--- config.mk ---
export PLATFORM = sky130hd
export DESIGN_NAME = reorder_buffer
export DESIGN_NICKNAME = d
export VERILOG_FILES = /design/src/rtl/reorder_buffer.sv
export SDC_FILE = /design/constraint.sdc
export NUM_CORES = 1
export LEC_CHECK = 0
export CORE_MARGIN = 2
export CORE_UTILIZATION = 40
export CTS_BUF_LIST = sky130_fd_sc_hd__clkbuf_8 sky130_fd_sc_hd__clkbuf_16
export DETAILED_ROUTE_END_ITERATION = 8
export DONT_BUFFER_PORTS = 1
export PLACE_DENSITY_LB_ADDON = 0.1
export SYNTH_ARGS = -nofsm -noshare
export SYNTH_HDL_FRONTEND = slang
export SYNTH_SLANG_ARGS = --single-unit
--- constraint.sdc ---
create_clock -name clk -period 7.8 [get_ports clk]
set_input_delay 0.39 -clock clk [delete_from_list [all_inputs] [get_ports clk]]
set_output_delay 0.39 -clock clk [all_outputs]
set_load 0.05 [all_outputs]
--- src/rtl/reorder_buffer.sv ---
// Circular reorder buffer: allocates rename tags, captures CDB results, retires in order.
// Optional ROB_COMMIT_BYPASS_EN: a CDB hit on the head commits in the same cycle.
module reorder_buffer #(
    parameter int ROB_WIDTH = 3,
    parameter int REG_WIDTH = 5
) (
    input  logic                 clk,
    input  logic                 reset_n,
    input  logic                 flush,
    input  logic                 issue,
    input  logic [REG_WIDTH-1:0] issue_arch_num,
    output logic [ROB_WIDTH-1:0] issue_tag,
    output logic                 full,
    output logic                 empty,
    input  logic                 cdb_valid,
    input  logic [ROB_WIDTH-1:0] cdb_tag,
    input  logic [31:0]          cdb_data,
    input  logic [ROB_WIDTH-1:0] read_tag [1:0],
    output logic [1:0]           read_ready,
    output logic [31:0]          read_data [1:0],
    output logic                 commit,
    output logic [REG_WIDTH-1:0] commit_arch_num,
    output logic [ROB_WIDTH-1:0] commit_tag,
    output logic [31:0]          commit_data
);

    localparam int unsigned DEPTH = 1 << ROB_WIDTH;
    localparam logic [ROB_WIDTH:0] DEPTH_CNT = (ROB_WIDTH + 1)'(DEPTH);

    logic [DEPTH-1:0]     ent_valid;
    logic [DEPTH-1:0]     ent_done;
    logic [REG_WIDTH-1:0] ent_arch [DEPTH];
    logic [31:0]          ent_data [DEPTH];

    logic [ROB_WIDTH-1:0] head;
    logic [ROB_WIDTH-1:0] tail;
    logic [ROB_WIDTH:0]   count;
    logic                 issue_ok;

    assign full            = (count == DEPTH_CNT);
    assign empty           = (count == '0);
    assign issue_tag       = tail;
    assign commit_tag      = head;
    assign commit_arch_num = ent_arch[head];
    // Fullness is judged before this edge's commit, so a full buffer refuses issue.
    assign issue_ok        = issue && !full;

`ifdef ROB_COMMIT_BYPASS_EN
    logic bypass_hit;

    always_comb begin
        bypass_hit  = ent_valid[head] && cdb_valid && (cdb_tag == head);
        commit      = !flush && ((ent_valid[head] && ent_done[head]) || bypass_hit);
        commit_data = bypass_hit ? cdb_data : ent_data[head];
    end
`else
    always_comb begin
        commit      = !flush && ent_valid[head] && ent_done[head];
        commit_data = ent_data[head];
    end
`endif

    always_comb begin
        read_ready[0] = ent_valid[read_tag[0]] && ent_done[read_tag[0]];
        read_ready[1] = ent_valid[read_tag[1]] && ent_done[read_tag[1]];
        read_data[0]  = ent_data[read_tag[0]];
        read_data[1]  = ent_data[read_tag[1]];
    end

    always_ff @(posedge clk or negedge reset_n) begin
        if (!reset_n) begin
            head      <= '0;
            tail      <= '0;
            count     <= '0;
            ent_valid <= '0;
            ent_done  <= '0;
            ent_arch  <= '{default: '0};
            ent_data  <= '{default: '0};
        end else if (flush) begin
            head      <= '0;
            tail      <= '0;
            count     <= '0;
            ent_valid <= '0;
            ent_done  <= '0;
        end else begin
            if (cdb_valid && ent_valid[cdb_tag]) begin
                ent_done[cdb_tag] <= 1'b1;
                ent_data[cdb_tag] <= cdb_data;
            end
            if (commit) begin
                ent_valid[head] <= 1'b0;
                head            <= head + 1'b1;
            end
            // Tail never aliases a valid head here: that would need a full buffer.
            if (issue_ok) begin
                ent_valid[tail] <= 1'b1;
                ent_done[tail]  <= 1'b0;
                ent_arch[tail]  <= issue_arch_num;
                tail            <= tail + 1'b1;
            end
            case ({issue_ok, commit})
                2'b10:   count <= count + 1'b1;
                2'b01:   count <= count - 1'b1;
                default: count <= count;
            endcase
        end
    end

endmodule

==> results of run 1 <==
layer usage:
layer | vias up | global-route usage (%) | part of all wire, %
li1 | 5389 | - | -
met1 | 6733 | 32.9 | 45
met2 | 341 | 37.4 | 48
met3 | 61 | 4.39 | 5.7
met4 | 2 | 6.04 | 1.8
met5 | - | 0 | 0.023
where the power goes:
group	switching, W	internal (W)	total (W)
Combinational	0.000288	0.000272	0.000560
Clock	0.000740	0.00113	0.00187
Sequential	0.000103	0.00179	0.00189
Total	0.00113	0.00319	0.00432
cells by family after synthesis:
logic type | Yosys count | share of synthesized area [%]
AO/OA/AOI/OAI | 164 | 6.29
XOR/XNOR | 5 | 0.230
adder cells (fa/ha/maj) | 4 | 0.262
buffers and inverters | 131 | 3.17
flip-flops | 322 | 42.2
multiplexers | 610 | 44.1
AND/OR/NAND/NOR | 148 | 3.69
final cells by class:
cell class / count / area share (%)
Antenna cell: 1 / 0.0117
Tap cell: 615 / 3.61
Multi-Input combinational cell: 931 / 49.0
Clock buffer: 50 / 5.39
Sequential cell: 322 / 37.8
Clock inverter: 18 / 0.722
Timing Repair Buffer: 81 / 3.30
Inverter: 6 / 0.106
Yosys cell counts, types with 3 or more instances:
cell	count	area, µm²
mux2_2	345	3880
dfrtp_1	322	8060
mux4_2	131	2950
mux2_1	77	867
clkbuf_1	72	270
nand2_1	63	236
a22oi_1	57	428
o221ai_1	37	324
nor2_1	36	135
mux2_4	30	450
buf_2	28	140
a21oi_1	27	135
mux2i_1	27	270
buf_1	16	60.1
nand3_1	10	50.1
a31oi_1	8	50.1
o21ai_0	8	40.0
and3_1	7	43.8
nor2b_1	7	43.8
a211oi_1	6	45.0
inv_1	6	22.5
o211ai_1	5	37.5
a31o_2	4	35.0
and2_1	4	25.0
buf_4	4	30.0
ha_1	4	50.1
buf_12	3	60.1
xnor2_1	3	26.3
worst reg2reg max path: cells and delay by family (launching register included):
family          cells  cell delay [ns]
compound gates      4             0.77
fa+ha+maj           1             0.27
buf+inv             2             1.11
flops               1             0.92
simple gates        4             0.83
layout by cell type (no fill, tap or decap), drive strengths merged, types with 3 or more instances in the layout:
| master | instances |
|---|---|
| a211oi | 6 |
| a21oi | 28 |
| a22oi | 57 |
| a31o | 4 |
| a31oi | 9 |
| and2 | 5 |
| and3 | 7 |
| buf | 43 |
| bufinv | 3 |
| clkbuf | 50 |
| clkinv | 6 |
| dfrtp | 322 |
| dlygate4sd3 | 38 |
| ha | 4 |
| inv | 15 |
| mux2 | 452 |
| mux2i | 27 |
| mux4 | 131 |
| nand2 | 63 |
| nand3 | 11 |
| nor2 | 36 |
| nor2b | 7 |
| nor3 | 3 |
| o211ai | 5 |
| o21ai | 8 |
| o221ai | 37 |
| xnor2 | 3 |
state kept, by name, summed over array words and instances, names as in the netlist:
signal and count:
ent_data 256, ent_arch 40, ent_done 8, ent_valid 8, count 4, commit_tag 3
issue_tag 3
final timing paths:
kind	from	endpoint	slack [ns]	depth (start not counted)
min in group clk	flush	count[3]$_DFFE_PN0P_	0.05	3
max	commit_tag[1]$_DFFE_PN0P_	commit_data[14]	3.29	5
min reg2reg	ent_arch[0]$_DFFE_PN0P_	ent_arch[0]$_DFFE_PN0P_	0.48	1
max reg2reg	commit_tag[1]$_DFFE_PN0P_	count[3]$_DFFE_PN0P_	3.82	11
max in group asynchronous	reset_n	ent_data[104]$_DFFE_PN0P_	7.64	0
min	reset_n	ent_data[119]$_DFFE_PN0P_	-0.46	0
per-stage QoR:
| stage | instance area, µm² | util [%] |
|---|---|---|
| 6_report | 21300 | 44.9 |
| 2_1_floorplan | 19100 | - |
| 5_1_grt | 21300 | 44.9 |
| 3_5_place_dp | 19600 | 41.4 |
| 3_3_place_gp | 19600 | 41.4 |
| 4_1_cts | 21300 | 44.9 |
==> flow_metrics.tcl, run 1 <==
set metrics [dict create \
    synth_ff_type "dfrtp_1" \
    irDropWorstVdd_v 0.000113 \
    critPathTopFamily "buffers and inverters" \
    pin_count 163 \
    syn_nets 1439 \
    tightest_slew_ns 1.22 \
    relSlewSlack_pct 20.3 \
    yosysWarningCount 0 \
    cp.arrival_ns 4.12 \
    async_flop_share_pct 100 \
    drc 0 \
    setup_viol 0 \
    cts_root_buf "clkbuf_16" \
    avgSynthCellArea_um2 13.8 \
    place_congestion 0.752 \
    syn-instance-count 1384 \
    max_freq_mhz 222 \
    p_leak_nw 9.57 \
    wl_mm 57.0 \
    antenna_found_initial 2 \
    grt_util_all_layers_pct 23.4 \
    status "complete, but fails checks" \
    violations "negative hold slack" \
    crit_buf_inv 2 \
    cts-hold-fix-buffers 38 \
    yosysSeqAreaShare_pct 42.2 \
    cts.path.max_buffers 3 \
    p_per_area_nw_per_um2 203 \
    cts_sinks 322 \
    clk_pin_slew_ns 0.06 \
    cts_inserted_buffers 41 \
    hp-class "primary input to asynchronous set/reset pin" \
    syn_area_um2 19100 \
    dieArea_um2 49500 \
    dp_hpwl_mm 31.3 \
    hold_slack_ns -0.463 \
    register_area_um2 8070 \
    synth-seq-cells 322 \
    end_kind "output port" \
    htree_levels 2 \
    rows 80 \
    synth_edf_count 0 \
    die_h_um 222 \
    hold_viol 322 \
    portBuffers 0 \
    layout.nets 1438 \
    syn_to_final_growth_pct 11.7 \
    crit_path_max_fanout 49 \
    crit_required_ns 7.41 \
    fin_crit_ns 4.51 \
    critPathMaxStageDelay_ns 0.92 \
    crit_chain "buf_4 -> nor2b_2 -> buf_4 -> a22oi_1 -> o221ai_1" \
    wl_per_cell_um 28.2 \
    drive_above_1_share_pct 44.7 \
    cap_violations 0 \
    fin_crit_sh_pct 57.8 \
    drtIter0Drc 900 \
    cp-start-kind "flip-flop" \
    core_area_um2 47400 \
    multi_input_area_um2 10500 \
    cp_slowest_cell "dfrtp_4" \
    cts_tree "done" \
    drt-vias-per-instance 6.19 \
    skew_ns 0.0188 \
    setup_tns_ns 0 \
    grt_max_degree 323 \
    antenna_left 0 \
    finalWorstSetupSlack_ns 3.29 \
    dp_cells 1917 \
    clock_latency_ns 0.56 \
    yosysUniqueCellTypes 57 \
    grt_pass1_vias 13000 \
    cts_resized 0 \
    drv_slew 0 \
    via_count 12500 \
    critical_path_class "flip-flop to output port" \
    power_w 0.00432 \
    cp_common_cell "buf_4" \
    fin_cells 2024 \
    dieWidth_um 222 \
    start_util_pct 40.2 \
    cts_setup_buffers 0 \
    rsz0062_at_grt "false" \
    drt_first_pass_iters 5 \
    grt.overflow.total 0 \
    grt_pass1_wl_mm 87.1 \
    dp_slack_ns 3.83 \
    final.fill_count 4337 \
]
(Power assumes the default switching activity.)
==> inputs of run 2 (changes only) <==
Clock period 7.8 ns to 4.2 ns, I/O delays scaled along.
==> run 2 against run 1 <==
Net effect:
- the flow still finishes with violations (negative hold slack)
- utilization is 0.60 points higher
- critical path type unchanged
- sequential power is 86% higher
- clock power is 83% higher
- sequential cell count stayed put
- via count is 0.45% higher
- sequential share of layout area is 0.50 points lower
- highest routed layer unchanged
- final cell count is 1.6% higher
- critical endpoint is now commit_data[31]
- cell area is 1.3% higher
- clock skew is 0.0044 ns lower
==> flow_metrics.tcl, run 2 (synthesis results as in run 1) <==
set metrics [dict create \
    cts_root_buf "clkbuf_16" \
    cap_violations 0 \
    cts_sinks 322 \
    reg_top3 "ent_data (256), ent_arch (40)" \
    irDropWorstVdd_v 0.000272 \
    status "complete, but fails checks" \
    dp_hpwl_mm 32.6 \
    largest_register "ent_data" \
    crit_path_max_fanout 27 \
    rr_worst_depth 5 \
    final.fill_count 4353 \
    dp_cells 1939 \
    via_count 12600 \
    fin_crit_sh_pct 80.9 \
    syn_to_final_growth_pct 13.2 \
    final_core_util_pct 45.5 \
    crit_required_ns 3.99 \
    crit_chain "buf_4 -> inv_1 -> nor2_2 -> buf_4 -> a22oi_1 -> o221ai_1 -> buf_4" \
    rsz0062_at_grt "false" \
    hold_viol 322 \
    r2r_slack_ns 1.17 \
    setup_viol 0 \
    place_congestion 0.788 \
    hold_slack_ns -0.626 \
    antenna_found_initial 1 \
    clk_pin_slew_ns 0.06 \
    tightest_slew_ns 1.15 \
    most-common-layout-cells "345 x mux2_2, 319 x dfrtp_1, 131 x mux4_2" \
    reg2reg_to "ent_data[238]$_DFFE_PN0P_" \
    dieWidth_um 222 \
    p_per_area_nw_per_um2 371 \
    p_leak_nw 9.74 \
    final_common_cell "mux2_2" \
    wl_per_cell_um 27.5 \
    cp.arrival_ns 3.19 \
    dieArea_um2 49500 \
    grt_pass1_vias 13200 \
    critPathTopFamily "buffers and inverters" \
    drtIter0Drc 936 \
    critPathMaxStageDelay_ns 0.77 \
    antenna_left 0 \
    fin_cells 2056 \
    die_h_um 222 \
    drc 0 \
    crit_buf_inv 4 \
    cp-start-kind "flip-flop" \
    r2r_start "ent_valid[0]$_DFF_PN0_" \
    critical_path_class "flip-flop to output port" \
    core_area_um2 47400 \
    hp-class "primary input to asynchronous set/reset pin" \
    cts_tree "done" \
    layout.nets 1467 \
    pin_count 163 \
    drv_slew 0 \
    fin_crit_ns 3.40 \
    cts.path.max_buffers 3 \
    diodes 0 \
    wl_mm 56.6 \
    cts_setup_buffers 0 \
    violations "negative hold slack" \
    clock_latency_ns 0.55 \
    htree_levels 2 \
    relSlewSlack_pct 23.7 \
    grt_util_all_layers_pct 23.2 \
    cts-hold-fix-buffers 45 \
    end_kind "output port" \
    grt_max_degree 323 \
    drive_above_1_share_pct 45.5 \
    grt.overflow.total 0 \
    cp_common_cell "buf_4" \
    start_util_pct 40.2 \
    grt_pass1_wl_mm 86.9 \
    skew_ns 0.0144 \
    rows 80 \
    cts_resized 0 \
    drt-vias-per-instance 6.12 \
    largest_reg_flops 256 \
    cp_slowest_cell "dfrtp_4" \
    drt_first_pass_iters 5 \
    portBuffers 0 \
    cts_inserted_buffers 41 \
    max_freq_mhz 294 \
    setup_tns_ns 0 \
]
run 2: changes by cell type in the layout (fill, tap and decap cells not counted), moves of 2 or more:
cell,change
buf_4,+19
buf_12,+3
clkbuf_8,+2
clkinv_2,+3
dlygate4sd3_1,+7
run 2: final cells by class:
cell class | instances | area, µm² | share of cell area [%]
Tap cell | 615 | 769 | 3.56
Inverter | 6 | 22.5 | 0.104
Multi-Input combinational cell | 931 | 10500 | 48.4
Clock buffer | 52 | 1180 | 5.45
Clock inverter | 20 | 139 | 0.643
Sequential cell | 322 | 8070 | 37.3
Timing Repair Buffer | 110 | 976 | 4.52
run 2: layer usage:
metal | share of wire [%] | vias up | routed length, µm | GRT usage [%]
li1 | - | 5459 | - | -
met1 | 45 | 6708 | 25400 | 32.3
met2 | 48 | 336 | 27300 | 37.9
met3 | 4.6 | 77 | 2620 | 3.43
met4 | 2.1 | 2 | 1190 | 6.54
met5 | 0.019 | - | 11 | 0
run 2: power breakdown:
| part | internal (W) | leakage [nW] | switching [W] |
|---|---|---|---|
| clock network | 0.00208 | 0.696 | 0.00135 |
| logic | 0.000525 | 4.63 | 0.000543 |
| registers | 0.00332 | 4.42 | 0.000194 |
| total | 0.00593 | 9.74 | 0.00209 |
run 2: per-stage QoR:
step / area, µm² / setup WS [ns] / power, W
CTS: 21600 / 0.766 / 0.00814
global placement: 19800 / 1.21 / 0.00454
global route: 21600 / 0.649 / 0.00835
detailed placement: 19800 / 1.16 / 0.00456
floorplan: 19100 / 1.21 / 0.00443
finish: 21600 / 0.802 / 0.00802
run 2: worst max-delay path by stage:
stage | to | startpoint | cells after the start
after floorplan | commit_arch_num[1] | commit_tag[0]$_DFFE_PN0P_ | 6
after global placement | ent_data[240]$_DFFE_PN0P_ | ent_valid[0]$_DFF_PN0_ | 5
after detailed placement | ent_data[250]$_DFFE_PN0P_ | ent_valid[0]$_DFF_PN0_ | 5
after CTS | commit_data[31] | commit_tag[0]$_DFFE_PN0P_ | 7
after global routing | commit_data[31] | commit_tag[0]$_DFFE_PN0P_ | 7
final | commit_data[31] | commit_tag[0]$_DFFE_PN0P_ | 7
run 2: worst register-to-register path, delay by kind of cell, from the launching register on:
kind / cells / cell delay, ns
and+or+nand+nor: 2 / 1.43
AOI/OAI and AO/OA: 2 / 0.68
muxes: 1 / 0.44
DFF: 1 / 0.37
